**config.mk**
```make
export PLATFORM = sky130hd
export DESIGN_NAME = if_id_fetch_flat
export DESIGN_NICKNAME = d
export VERILOG_FILES = /design/src/rtl/if_id_fetch_pkg.sv /design/src/rtl/if_id_fetch_if.sv /design/src/rtl/if_id_fetch_skid_buf.sv /design/src/rtl/if_id_fetch.sv /design/src/flat_wrapper.sv
export SDC_FILE = /design/constraint.sdc
export NUM_CORES = 1
export LEC_CHECK = 0
export CELL_PAD_IN_SITES_DETAIL_PLACEMENT = 2
export CELL_PAD_IN_SITES_GLOBAL_PLACEMENT = 2
export CORE_MARGIN = 8
export CORE_UTILIZATION = 30
export DETAILED_ROUTE_END_ITERATION = 12
export GPL_TIMING_DRIVEN = 0
export HOLD_SLACK_MARGIN = 0.05
export PLACE_DENSITY_LB_ADDON = 0.08
export SETUP_SLACK_MARGIN = 0.3
export SYNTH_ARGS = -nofsm -noshare
export SYNTH_HDL_FRONTEND = slang
export SYNTH_SLANG_ARGS = --single-unit
```
**constraint.sdc**
```tcl
create_clock -name clk -period 4.5 [get_ports clk]
set_clock_uncertainty 0.05 [all_clocks]
set_input_delay 0.9 -clock clk [delete_from_list [all_inputs] [get_ports clk]]
set_output_delay 0.9 -clock clk [all_outputs]
set_load 0.05 [all_outputs]
```
**src/rtl/if_id_fetch_pkg.sv**
```systemverilog
// Shared fetch/decode definitions: fetch FSM states, reset defaults,
// instruction field positions and the opcode values control decodes.
package if_id_fetch_pkg;

    typedef enum logic [1:0] {
        ST_BOOT  = 2'd0,
        ST_FETCH = 2'd1,
        ST_HOLD  = 2'd2,
        ST_DRAIN = 2'd3
    } fetch_state_e;

    localparam logic [31:0] NOP_WORD_DEFAULT = 32'h0000_0000;
    localparam logic [31:0] PC_RESET_DEFAULT = 32'h0000_0000;

    localparam int OPCODE_MSB = 31;
    localparam int OPCODE_LSB = 26;
    localparam int FUNC_MSB   = 5;
    localparam int FUNC_LSB   = 0;

    localparam logic [5:0] OP_RTYPE = 6'h00;
    localparam logic [5:0] OP_J     = 6'h02;
    localparam logic [5:0] OP_JAL   = 6'h03;
    localparam logic [5:0] OP_BEQ   = 6'h04;
    localparam logic [5:0] OP_BNE   = 6'h05;
    localparam logic [5:0] OP_LW    = 6'h23;
    localparam logic [5:0] OP_SW    = 6'h2B;
    localparam logic [5:0] FN_JR    = 6'h08;

endpackage

```
**src/rtl/if_id_fetch_if.sv**
```systemverilog
// Fetch-stage bus: instruction-memory handshake on one side, the IF/ID
// register, hazard stall and ID redirect on the other.
interface if_id_fetch_if #(
    parameter int ADDR_W = 30
);
    // instruction memory side
    logic              imem_req;
    logic [ADDR_W-1:0] imem_addr;
    logic [31:0]       imem_rdata;
    logic              imem_stall;

    // decode / control side
    logic              id_stall;
    logic              redirect_valid;
    logic [31:0]       redirect_target;
    logic [31:0]       id_instr;
    logic [31:0]       id_pc_plus4;
    logic              id_valid;
    logic [5:0]        Opcode;
    logic [5:0]        func;
    logic              fetch_busy;

    // fetch unit drives requests and the IF/ID register
    modport master (
        output imem_req, imem_addr, id_instr, id_pc_plus4, id_valid,
               Opcode, func, fetch_busy,
        input  imem_rdata, imem_stall, id_stall, redirect_valid, redirect_target
    );

    // memory model / decode stage see the mirror image
    modport slave (
        input  imem_req, imem_addr, id_instr, id_pc_plus4, id_valid,
               Opcode, func, fetch_busy,
        output imem_rdata, imem_stall, id_stall, redirect_valid, redirect_target
    );

endinterface

```
**src/rtl/if_id_fetch_skid_buf.sv**
```systemverilog
// One-entry skid register catching a fetched word while decode is stalled.
module if_id_fetch_skid_buf (
    input  logic        clk,
    input  logic        rst,
    input  logic        i_load,
    input  logic        i_clear,
    input  logic        i_pop,
    input  logic [31:0] i_instr,
    input  logic [31:0] i_pc_plus4,
    output logic [31:0] o_instr,
    output logic [31:0] o_pc_plus4,
    output logic        o_full
);

    logic        r_full;
    logic [31:0] r_instr;
    logic [31:0] r_pc_plus4;

    // Occupancy flag: clear/pop win over load so a squash never leaves stale data.
    always_ff @(posedge clk or posedge rst) begin
        // NOTE: sequential state uses non-blocking (<=) so every register samples pre-edge values.
        if (rst) begin
            r_full <= 1'b0;
        end else if (i_clear || i_pop) begin
            r_full <= 1'b0;
        end else if (i_load) begin
            r_full <= 1'b1;
        end
    end

    // Payload capture; qualified by r_full, so it needs no reset.
    always_ff @(posedge clk) begin
        // NOTE: data-path storage is deliberately left unreset; only the valid flag must be known.
        if (i_load && !i_clear) begin
            r_instr    <= i_instr;
            r_pc_plus4 <= i_pc_plus4;
        end
    end

    assign o_instr    = r_instr;
    assign o_pc_plus4 = r_pc_plus4;
    assign o_full     = r_full;

endmodule

```
**src/rtl/if_id_fetch.sv**
```systemverilog
// Instruction fetch stage plus IF/ID pipeline register. Holds the PC,
// issues stall-tolerant word requests, buffers a word while decode is
// frozen and squashes the wrong path on an ID-resolved redirect.
module if_id_fetch
    import if_id_fetch_pkg::*;
#(
    parameter int          ADDR_W   = 30,
    parameter logic [31:0] PC_RESET = PC_RESET_DEFAULT,
    parameter logic [31:0] NOP_WORD = NOP_WORD_DEFAULT
) (
    input logic           clk,
    input logic           rst,
    if_id_fetch_if.master bus
);

    fetch_state_e r_state;
    logic [31:0]  r_pc;
    logic [31:0]  r_target;
    logic         r_imem_req;
    logic [31:0]  r_id_instr;
    logic [31:0]  r_id_pc_plus4;
    logic         r_id_valid;

    logic         w_resp;
    logic         w_pending;
    logic         w_redirect;
    logic [31:0]  w_target;
    logic [31:0]  w_pc_plus4;
    logic         w_skid_load;
    logic         w_skid_pop;
    logic [31:0]  w_skid_instr;
    logic [31:0]  w_skid_pc_plus4;
    logic         w_skid_full;

    // A word returns when a request is up and memory is not stalling.
    assign w_resp     = r_imem_req & ~bus.imem_stall;
    assign w_pending  = r_imem_req &  bus.imem_stall;
    // Redirects are ignored during the single boot cycle.
    assign w_redirect = bus.redirect_valid & (r_state != ST_BOOT);
    assign w_target   = bus.redirect_target & 32'hFFFF_FFFC;
    assign w_pc_plus4 = r_pc + 32'd4;

    assign w_skid_load = (r_state == ST_FETCH) & w_resp & bus.id_stall & ~w_redirect;
    assign w_skid_pop  = (r_state == ST_HOLD) & ~bus.id_stall & ~w_redirect;

    if_id_fetch_skid_buf u_skid (
        .clk        (clk),
        .rst        (rst),
        .i_load     (w_skid_load),
        .i_clear    (w_redirect),
        .i_pop      (w_skid_pop),
        .i_instr    (bus.imem_rdata),
        .i_pc_plus4 (w_pc_plus4),
        .o_instr    (w_skid_instr),
        .o_pc_plus4 (w_skid_pc_plus4),
        .o_full     (w_skid_full)
    );

    // Fetch FSM with PC, redirect target, request and IF/ID as registered outputs.
    always_ff @(posedge clk or posedge rst) begin
        if (rst) begin
            r_state       <= ST_BOOT;
            r_pc          <= PC_RESET;
            r_target      <= PC_RESET;
            r_imem_req    <= 1'b0;
            r_id_instr    <= NOP_WORD;
            r_id_pc_plus4 <= 32'd0;
            r_id_valid    <= 1'b0;
        end else if (w_redirect) begin
            // Squash whatever sits in IF/ID, even under a decode stall.
            r_id_instr <= NOP_WORD;
            r_id_valid <= 1'b0;
            r_imem_req <= 1'b1;
            if (w_pending) begin
                // Outstanding request must complete on its old address first.
                r_target <= w_target;
                r_state  <= ST_DRAIN;
            end else begin
                r_pc    <= w_target;
                r_state <= ST_FETCH;
            end
        end else begin
            unique case (r_state)
                ST_BOOT: begin
                    r_state    <= ST_FETCH;
                    r_imem_req <= 1'b1;
                end
                ST_FETCH: begin
                    if (w_resp) begin
                        r_pc <= w_pc_plus4;
                        if (bus.id_stall) begin
                            r_state    <= ST_HOLD;
                            r_imem_req <= 1'b0;
                        end else begin
                            r_id_instr    <= bus.imem_rdata;
                            r_id_pc_plus4 <= w_pc_plus4;
                            r_id_valid    <= 1'b1;
                        end
                    end else if (!bus.id_stall) begin
                        r_id_instr <= NOP_WORD;
                        r_id_valid <= 1'b0;
                    end
                end
                ST_HOLD: begin
                    if (!bus.id_stall) begin
                        r_id_instr    <= w_skid_instr;
                        r_id_pc_plus4 <= w_skid_pc_plus4;
                        r_id_valid    <= w_skid_full;
                        r_state       <= ST_FETCH;
                        r_imem_req    <= 1'b1;
                    end
                end
                ST_DRAIN: begin
                    // Stale word is dropped; IF/ID already holds the squash bubble.
                    if (w_resp) begin
                        r_pc    <= r_target;
                        r_state <= ST_FETCH;
                    end
                end
                default: begin
                    r_state    <= ST_BOOT;
                    r_imem_req <= 1'b0;
                end
            endcase
        end
    end

    assign bus.imem_req    = r_imem_req;
    assign bus.imem_addr   = r_pc[ADDR_W+1:2];
    assign bus.id_instr    = r_id_instr;
    assign bus.id_pc_plus4 = r_id_pc_plus4;
    assign bus.id_valid    = r_id_valid;
    assign bus.Opcode      = r_id_instr[OPCODE_MSB:OPCODE_LSB];
    assign bus.func        = r_id_instr[FUNC_MSB:FUNC_LSB];
    assign bus.fetch_busy  = (r_state == ST_DRAIN) | w_pending;

endmodule

```
**src/flat_wrapper.sv**
```systemverilog
// flat-port wrapper written by rule: the top's interface ports become plain ports
module if_id_fetch_flat import if_id_fetch_pkg::*;
#(
    parameter int          ADDR_W   = 30,
    parameter logic [31:0] PC_RESET = PC_RESET_DEFAULT,
    parameter logic [31:0] NOP_WORD = NOP_WORD_DEFAULT
)
  (clk, rst, bus_imem_req, bus_imem_addr, bus_id_instr, bus_id_pc_plus4, bus_id_valid, bus_Opcode, bus_func, bus_fetch_busy, bus_imem_rdata, bus_imem_stall, bus_id_stall, bus_redirect_valid, bus_redirect_target);
  if_id_fetch_if #(.ADDR_W(ADDR_W)) bus_i ();
  input logic clk;
  input logic rst;
  output wire logic [$bits(bus_i.imem_req)-1:0] bus_imem_req;
  output wire logic [$bits(bus_i.imem_addr)-1:0] bus_imem_addr;
  output wire logic [$bits(bus_i.id_instr)-1:0] bus_id_instr;
  output wire logic [$bits(bus_i.id_pc_plus4)-1:0] bus_id_pc_plus4;
  output wire logic [$bits(bus_i.id_valid)-1:0] bus_id_valid;
  output wire logic [$bits(bus_i.Opcode)-1:0] bus_Opcode;
  output wire logic [$bits(bus_i.func)-1:0] bus_func;
  output wire logic [$bits(bus_i.fetch_busy)-1:0] bus_fetch_busy;
  input wire logic [$bits(bus_i.imem_rdata)-1:0] bus_imem_rdata;
  input wire logic [$bits(bus_i.imem_stall)-1:0] bus_imem_stall;
  input wire logic [$bits(bus_i.id_stall)-1:0] bus_id_stall;
  input wire logic [$bits(bus_i.redirect_valid)-1:0] bus_redirect_valid;
  input wire logic [$bits(bus_i.redirect_target)-1:0] bus_redirect_target;
  assign bus_imem_req = bus_i.imem_req;
  assign bus_imem_addr = bus_i.imem_addr;
  assign bus_id_instr = bus_i.id_instr;
  assign bus_id_pc_plus4 = bus_i.id_pc_plus4;
  assign bus_id_valid = bus_i.id_valid;
  assign bus_Opcode = bus_i.Opcode;
  assign bus_func = bus_i.func;
  assign bus_fetch_busy = bus_i.fetch_busy;
  assign bus_i.imem_rdata = bus_imem_rdata;
  assign bus_i.imem_stall = bus_imem_stall;
  assign bus_i.id_stall = bus_id_stall;
  assign bus_i.redirect_valid = bus_redirect_valid;
  assign bus_i.redirect_target = bus_redirect_target;
  if_id_fetch #(.ADDR_W(ADDR_W), .PC_RESET(PC_RESET), .NOP_WORD(NOP_WORD)) u_core (.clk(clk), .rst(rst), .bus(bus_i));
endmodule
```
* Word level (Yosys, flattened, before mapping)
Cells that the tools add are included.
** Storage, ports and cells
- Register bits :: 195
- Output and inout port bits :: 109
** Operators by class
- Add/subtract/negate cells :: 1
- Equal/unequal tests :: 12
- Multiplexer cells :: 34
- Bitwise gates (word level) :: 12
- Reductions and logical operators :: 16
** Operators by type and width (number)
- $mux 32 :: 12
- $pmux 32 s2 :: 3
- $add 32x3->32 const B :: 1
- $mux 2 :: 6
- $reduce_and 4->1 :: 3
- $mux 1 :: 10
- $ne 3x3->1 const B :: 3
- $and 1x1->1 :: 8
- $pmux 2 s4 :: 1
- $ne 2x2->1 const B :: 3
- $ne 3x2->1 const B :: 2
- $reduce_bool 2->1 :: 3
- $reduce_bool 3->1 :: 2
- $reduce_and 5->1 :: 1
- $eq 2x2->1 const B :: 2
- $reduce_bool 4->1 :: 1
- $not 1->1 :: 3
- $pmux 1 s3 :: 1
- $reduce_and 3->1 :: 1
- $eq 2x1->1 const B :: 1
- $logic_not 2->1 :: 1
- $ne 2x1->1 const B :: 1
- $pmux 1 s2 :: 1
- $reduce_and 2->1 :: 1
- 4 further kinds :: 4

* Longest topological paths before layout
- Word-level depth :: 7
- Mapped depth :: 9
- Mapped depth without buffers :: 6

* Hierarchy
A second synthesis with hierarchy kept.
** Unflattened totals
- Cell total of the unflattened synthesis :: 847
- Area, all modules :: 8971.1 um^2
** Modules (own cells, without submodules)
- if_id_fetch :: instances 1, cells an instance 778, area an instance 7003.0 um^2, seq. area each 3203.1 um^2
- if_id_fetch_skid_buf :: instances 1, cells an instance 69, area an instance 1968.1 um^2, seq. area each 1946.9 um^2

* Worst setup path before layout
Ideal clock, no wire load.
- Kind :: input-to-reg
- Start :: input bus_redirect_valid
- End :: register u_core.u_skid.r_full, in the netlist u_core.u_skid.o_full
- Setup time :: 0.078 ns
- Data arrival time :: 4.580 ns
- Setup slack :: -0.208 ns
- Stages :: 5
- Buffers on the path :: 1
- Path through :: nand2b_1 -> clkbuf_1 -> nand2_1 -> nor2_1 -> o221a_2
** On the way
- Word-level cells in the longest chain between the ends :: 5
- Elaborated cells on any way between the ends :: 7
- Classes of those cells :: 1 x mux; 4 x bitwise; 2 x reduce/logical
** Ends and longest elaborated chain
- start, declared :: line flat_wrapper.sv:23 : input wire logic [$bits(bus_i.redirect_valid)-1:0] bus_redirect_valid;
- $and 1x1->1 * :: line if_id_fetch.sv:39 : assign w_redirect = bus.redirect_valid & (r_state != ST_BOOT);
- $not 1->1 (no source line)
- $and 1x1->1 :: line if_id_fetch.sv:44 : assign w_skid_pop = (r_state == ST_HOLD) & ~bus.id_stall & ~w_redirect;
- $logic_or 1x1->1 :: line if_id_fetch_skid_buf.sv:24 : end else if (i_clear || i_pop) begin
- $mux 1 / $reduce_bool 2->1 (equally long branches)
- end signal, assigned :: line if_id_fetch_skid_buf.sv:23 : r_full <= 1'b0;
- end signal, assigned :: line if_id_fetch_skid_buf.sv:25 : r_full <= 1'b0;
- end signal, assigned :: line if_id_fetch_skid_buf.sv:27 : r_full <= 1'b1;
- end, declared :: line if_id_fetch_skid_buf.sv:15 : logic r_full;
Mark *: on every way between the ends. The rest lies on a longest branch, timed or not.
A chain may end at the register's enable or synchronous reset.

* Worst setup path in the final report
- Start :: register u_core.r_state[0]
- End :: output bus_fetch_busy
** On the way
- Word-level cells in the longest chain between the ends :: 2
** Ends and longest elaborated chain
- start, declared :: line if_id_fetch.sv:16 : fetch_state_e r_state;
- start signal, assigned :: line if_id_fetch.sv:62 : r_state <= ST_BOOT;
- start signal, assigned :: line if_id_fetch.sv:77 : r_state <= ST_DRAIN;
- start signal, assigned :: line if_id_fetch.sv:80 : r_state <= ST_FETCH;
- $eq 2x2->1 :: line if_id_fetch.sv:135 : assign bus.fetch_busy = (r_state == ST_DRAIN) | w_pending;
- $or 1x1->1 :: line if_id_fetch.sv:135
- end, declared :: line flat_wrapper.sv:19 : output wire logic [$bits(bus_i.fetch_busy)-1:0] bus_fetch_busy;
Every way passes these cells.

==> summary.md <==
| Metric | Value |
|---|---|
| Resized Gates After CTS | `1` |
| Max transition margin | `35.6%` |
| Crit path time final | `3970 ps` |
| Syn Area/Cell | `10.6 µm²` |
| FMAX | `252 MHz` |
| Worst-Margin Slew | `966 ps` |
| Slowest cell on crit path | `clkdlybuf4s50_1` |
| Mapped cell area | `0.00961 mm²` |
| Worst Path Required | `between 3000 and 4000 ps` |
| CTS Buf Count | `17` |
| Unrepaired setup endpoints after global routing | `no` |
| Congestion Overflow GR | `0` |
| Final Cycle Share | `88.2%` |
| Commonest non-fill, non-tap cell in the layout | `clkdlybuf4s50_1` |
| VDD IR max | `279 µV` |
| CTS Buffer Depth | `2` |
| Routed Antenna Nets | `0` |
| Synth cell types | `slightly below 60` |
| Status | `finished clean` |
| Max Cap Violations | `0` |
| Top delay family on crit path | `buffers and inverters` |
| GRT Overall Usage | `19.4%` |
| Worst setup SP type | `flop` |
| Synth Area in Adders | `0.651%` |
| Core footprint | `0.0316 mm²` |
| Post-synth top flop | `dfrtp_1` |
| # IOs | `178` |
| Die X-Extent | `195 µm` |
| Synth area leader | `dfrtp_1` |
| Post-CTS Setup Inserts | `0` |
| Detail Placement HPWL | `27800 µm` |
| Hold WS | `437 ps` |
| Largest net degree at the start of global routing | `37` |
| Global-route wire length before repair | `57500 µm` |
| Post-synthesis sequential area ratio | `52.4%` |
| Via/cell ratio | `about 5.3` |
| Area share of and/or/nand/nor cells after synthesis | `16.4%` |
| Row count | `between 60 and 70` |
| CP arrival | `3020 ps` |
| Starting density of the core | `30.5%` |
| Worst Path Max Fanout | `10` |
| Synth Area in Compound Gates | `13.1%` |
| Die Ht | `195 µm` |
| Post-route DRC | `0` |
| Share of cells above drive strength 1 | `between 10% and 20%` |
| Post-synthesis xor/xnor area fraction | `2.19%` |
| Avg WL per Cell | `24.3 µm` |
| Dominant cells by area after synthesis | `dfrtp_1 (33%), edfxtp_1 (19%), mux2i_1 (5.8%)` |
| Final hold vios | `0` |
| Asr flop ratio synth | `67.2%` |
| Top-area cell type share of the netlist area | `about 33%` |
| CTS root buf | `clkbuf_16` |
| Setup violators final | `0` |
| Gpl congestion | `~0.83` |
| Hold buffers post-CTS | `0` |
| CP max stage delay | `830 ps` |
| CTS H-tree depth | `4` |
| Largest family of logic cells by synthesized area | `simple AND/OR/NAND/NOR gates` |
| Layout area overhead | `30.8%` |
| Synth warn | `0` |
| WL final | `36800 µm` |
| Most frequent cells in the layout | `clkdlybuf4s50_1 (172), dfrtp_1 (127), nand2_1 (93)` |
| Drt first pass iters | `5` |
| Slew Limit Fails | `0` |
| CTS tree | `built` |
| Clk slew on worst S/H paths | `80 ps` |
| Leakage power | `0.00470 µW` |
| Post-synth EDFFs | `62` |
| WS Path Type | `reg2out` |
| CP endpoint kind | `output pin` |
| Via count | `8085` |
| CP cell instances | `ha_1 -> clkbuf_2 -> clkbuf_1 -> nand2b_1 -> clkdlybuf4s50_1` |
| Power per cell area | `812 mW/mm²` |
| Nets | `1178` |
| Setup TNS | `0 ps` |
| Post-Synthesis Cells | `907` |
| Multiplexer share of the synthesized area | `9.70%` |
| CP bufs+invs | `3` |
| Clk_lat worst skew | `440 ps` |
| Clock Sinks | `approximately 190` |
| Vias in the first global route | `9080` |
| N_diodes | `0` |
| Initial antenna violation count | `0` |
| IO buf count | `172` |
| Die footprint | `about 0.038 mm²` |
| Initial detailed-routing violation count | `300` |
| Post-synthesis register bit count | `~190` |
| Worst Hold Class | `reg2reg` |
==> per-stage QoR <==
| step | utilization [%] | cells | cell area, µm² | total power [µW] | setup WS (ps) |
|---|---|---|---|---|---|
| floorplan | - | 908 | 9620 | 6490 | 912 |
| global placement | 37.5 | 1482 | 11800 | 8530 | -1080 |
| detailed placement | 37.9 | 1487 | 12000 | 8660 | 729 |
| CTS | 39.8 | 1519 | 12600 | 10300 | 499 |
| global route | 39.8 | 1519 | 12600 | 10800 | 366 |
| finish | 39.8 | 1519 | 12600 | 10200 | 531 |
==> final timing paths <==
| path | from | endpoint | slack, ps | cells past startpoint |
|---|---|---|---|---|
| hold / removal | u_core.bus.id_instr[11]$_DFFE_PP0P_ | u_core.bus.id_instr[11]$_DFFE_PP0P_ | 440 | 2 |
| hold reg to reg | u_core.bus.id_instr[11]$_DFFE_PP0P_ | u_core.bus.id_instr[11]$_DFFE_PP0P_ | 440 | 2 |
| setup reg to reg | u_core.r_state[0]$_DFFE_PP0P_ | u_core.u_skid.o_pc_plus4[14]$_DFFE_PP_ | 1440 | 8 |
| max in group asynchronous | rst | u_core.r_pc[25]$_DFFE_PP0P_ | 2590 | 4 |
| min in group asynchronous | rst | u_core.r_pc[29]$_DFFE_PP0P_ | 910 | 2 |
| setup / recovery | u_core.r_state[0]$_DFFE_PP0P_ | bus_fetch_busy | 530 | 5 |
==> state kept, by name, indices dropped and copies added (netlist names) <==
name,cells
u_core.r_target,30
u_core.r_pc,30
u_core.bus.id_valid,1
u_core.u_skid.o_pc_plus4,30
u_core.bus.imem_req,1
u_core.bus.id_pc_plus4,30
u_core.bus.id_instr,32
u_core.u_skid.o_full,1
u_core.r_state,2
u_core.u_skid.o_instr,32
==> power by group <==
| part | internal (µW) | leakage (µW) | switching (µW) |
|---|---|---|---|
| combinational | 1860 | 0.00226 | 3800 |
| clock | 858 | 0.000301 | 781 |
| sequential | 2440 | 0.00213 | 468 |
==> cells by family after synthesis <==
| family | after synthesis |
|---|---|
| AOI/OAI and AO/OA | 178 |
| buffers and inverters | 118 |
| muxes | 89 |
| adders and majority gates | 5 |
| other | 1 |
| DFF | 189 |
| xor gates and xnor gates | 24 |
| and+or+nand+nor | 303 |
==> routing by layer <==
| metal | global-route usage, % | vias to the layer above | wire, µm |
|---|---|---|---|
| li1 | - | 3704 | - |
| met1 | 26.2 | 4173 | 17600 |
| met2 | 32.2 | 181 | 17600 |
| met3 | 2.68 | 27 | 1130 |
| met4 | 5.33 | 0 | 567 |
| met5 | 0 | - | 0 |
==> cells in the mapped netlist, types with 12 or more instances <==
master	number
nand3_1	44
nand4_1	30
clkbuf_1	45
edfxtp_1	62
nor2_1	30
nor3_1	26
and2_1	16
o21ai_0	41
o31ai_1	35
mux2i_1	56
buf_2	12
xnor2_1	18
buf_4	17
o211ai_1	18
dfrtp_1	127
inv_1	22
nand2_1	93
mux2_2	33
buf_1	16
a21oi_1	20
==> area by class of cell <==
class / instances / area [µm²]
plain buffers: 95 / 443
well taps: 402 / 503
multi-input cells: 601 / 4060
clock inverters: 14 / 191
clock buffers: 18 / 429
inverters: 23 / 90.1
fillers: 3381 / 19000
flip-flops and latches: 189 / 5040
repair buffers: 177 / 1820
==> tightest hold or removal path, delay by kind of cell (launching register included) <==
family	cells	cell delay [ps]
flops	1	340
compound gates	1	50
simple gates	1	60
No activity file was read; power rests on OpenSTA's default activity.
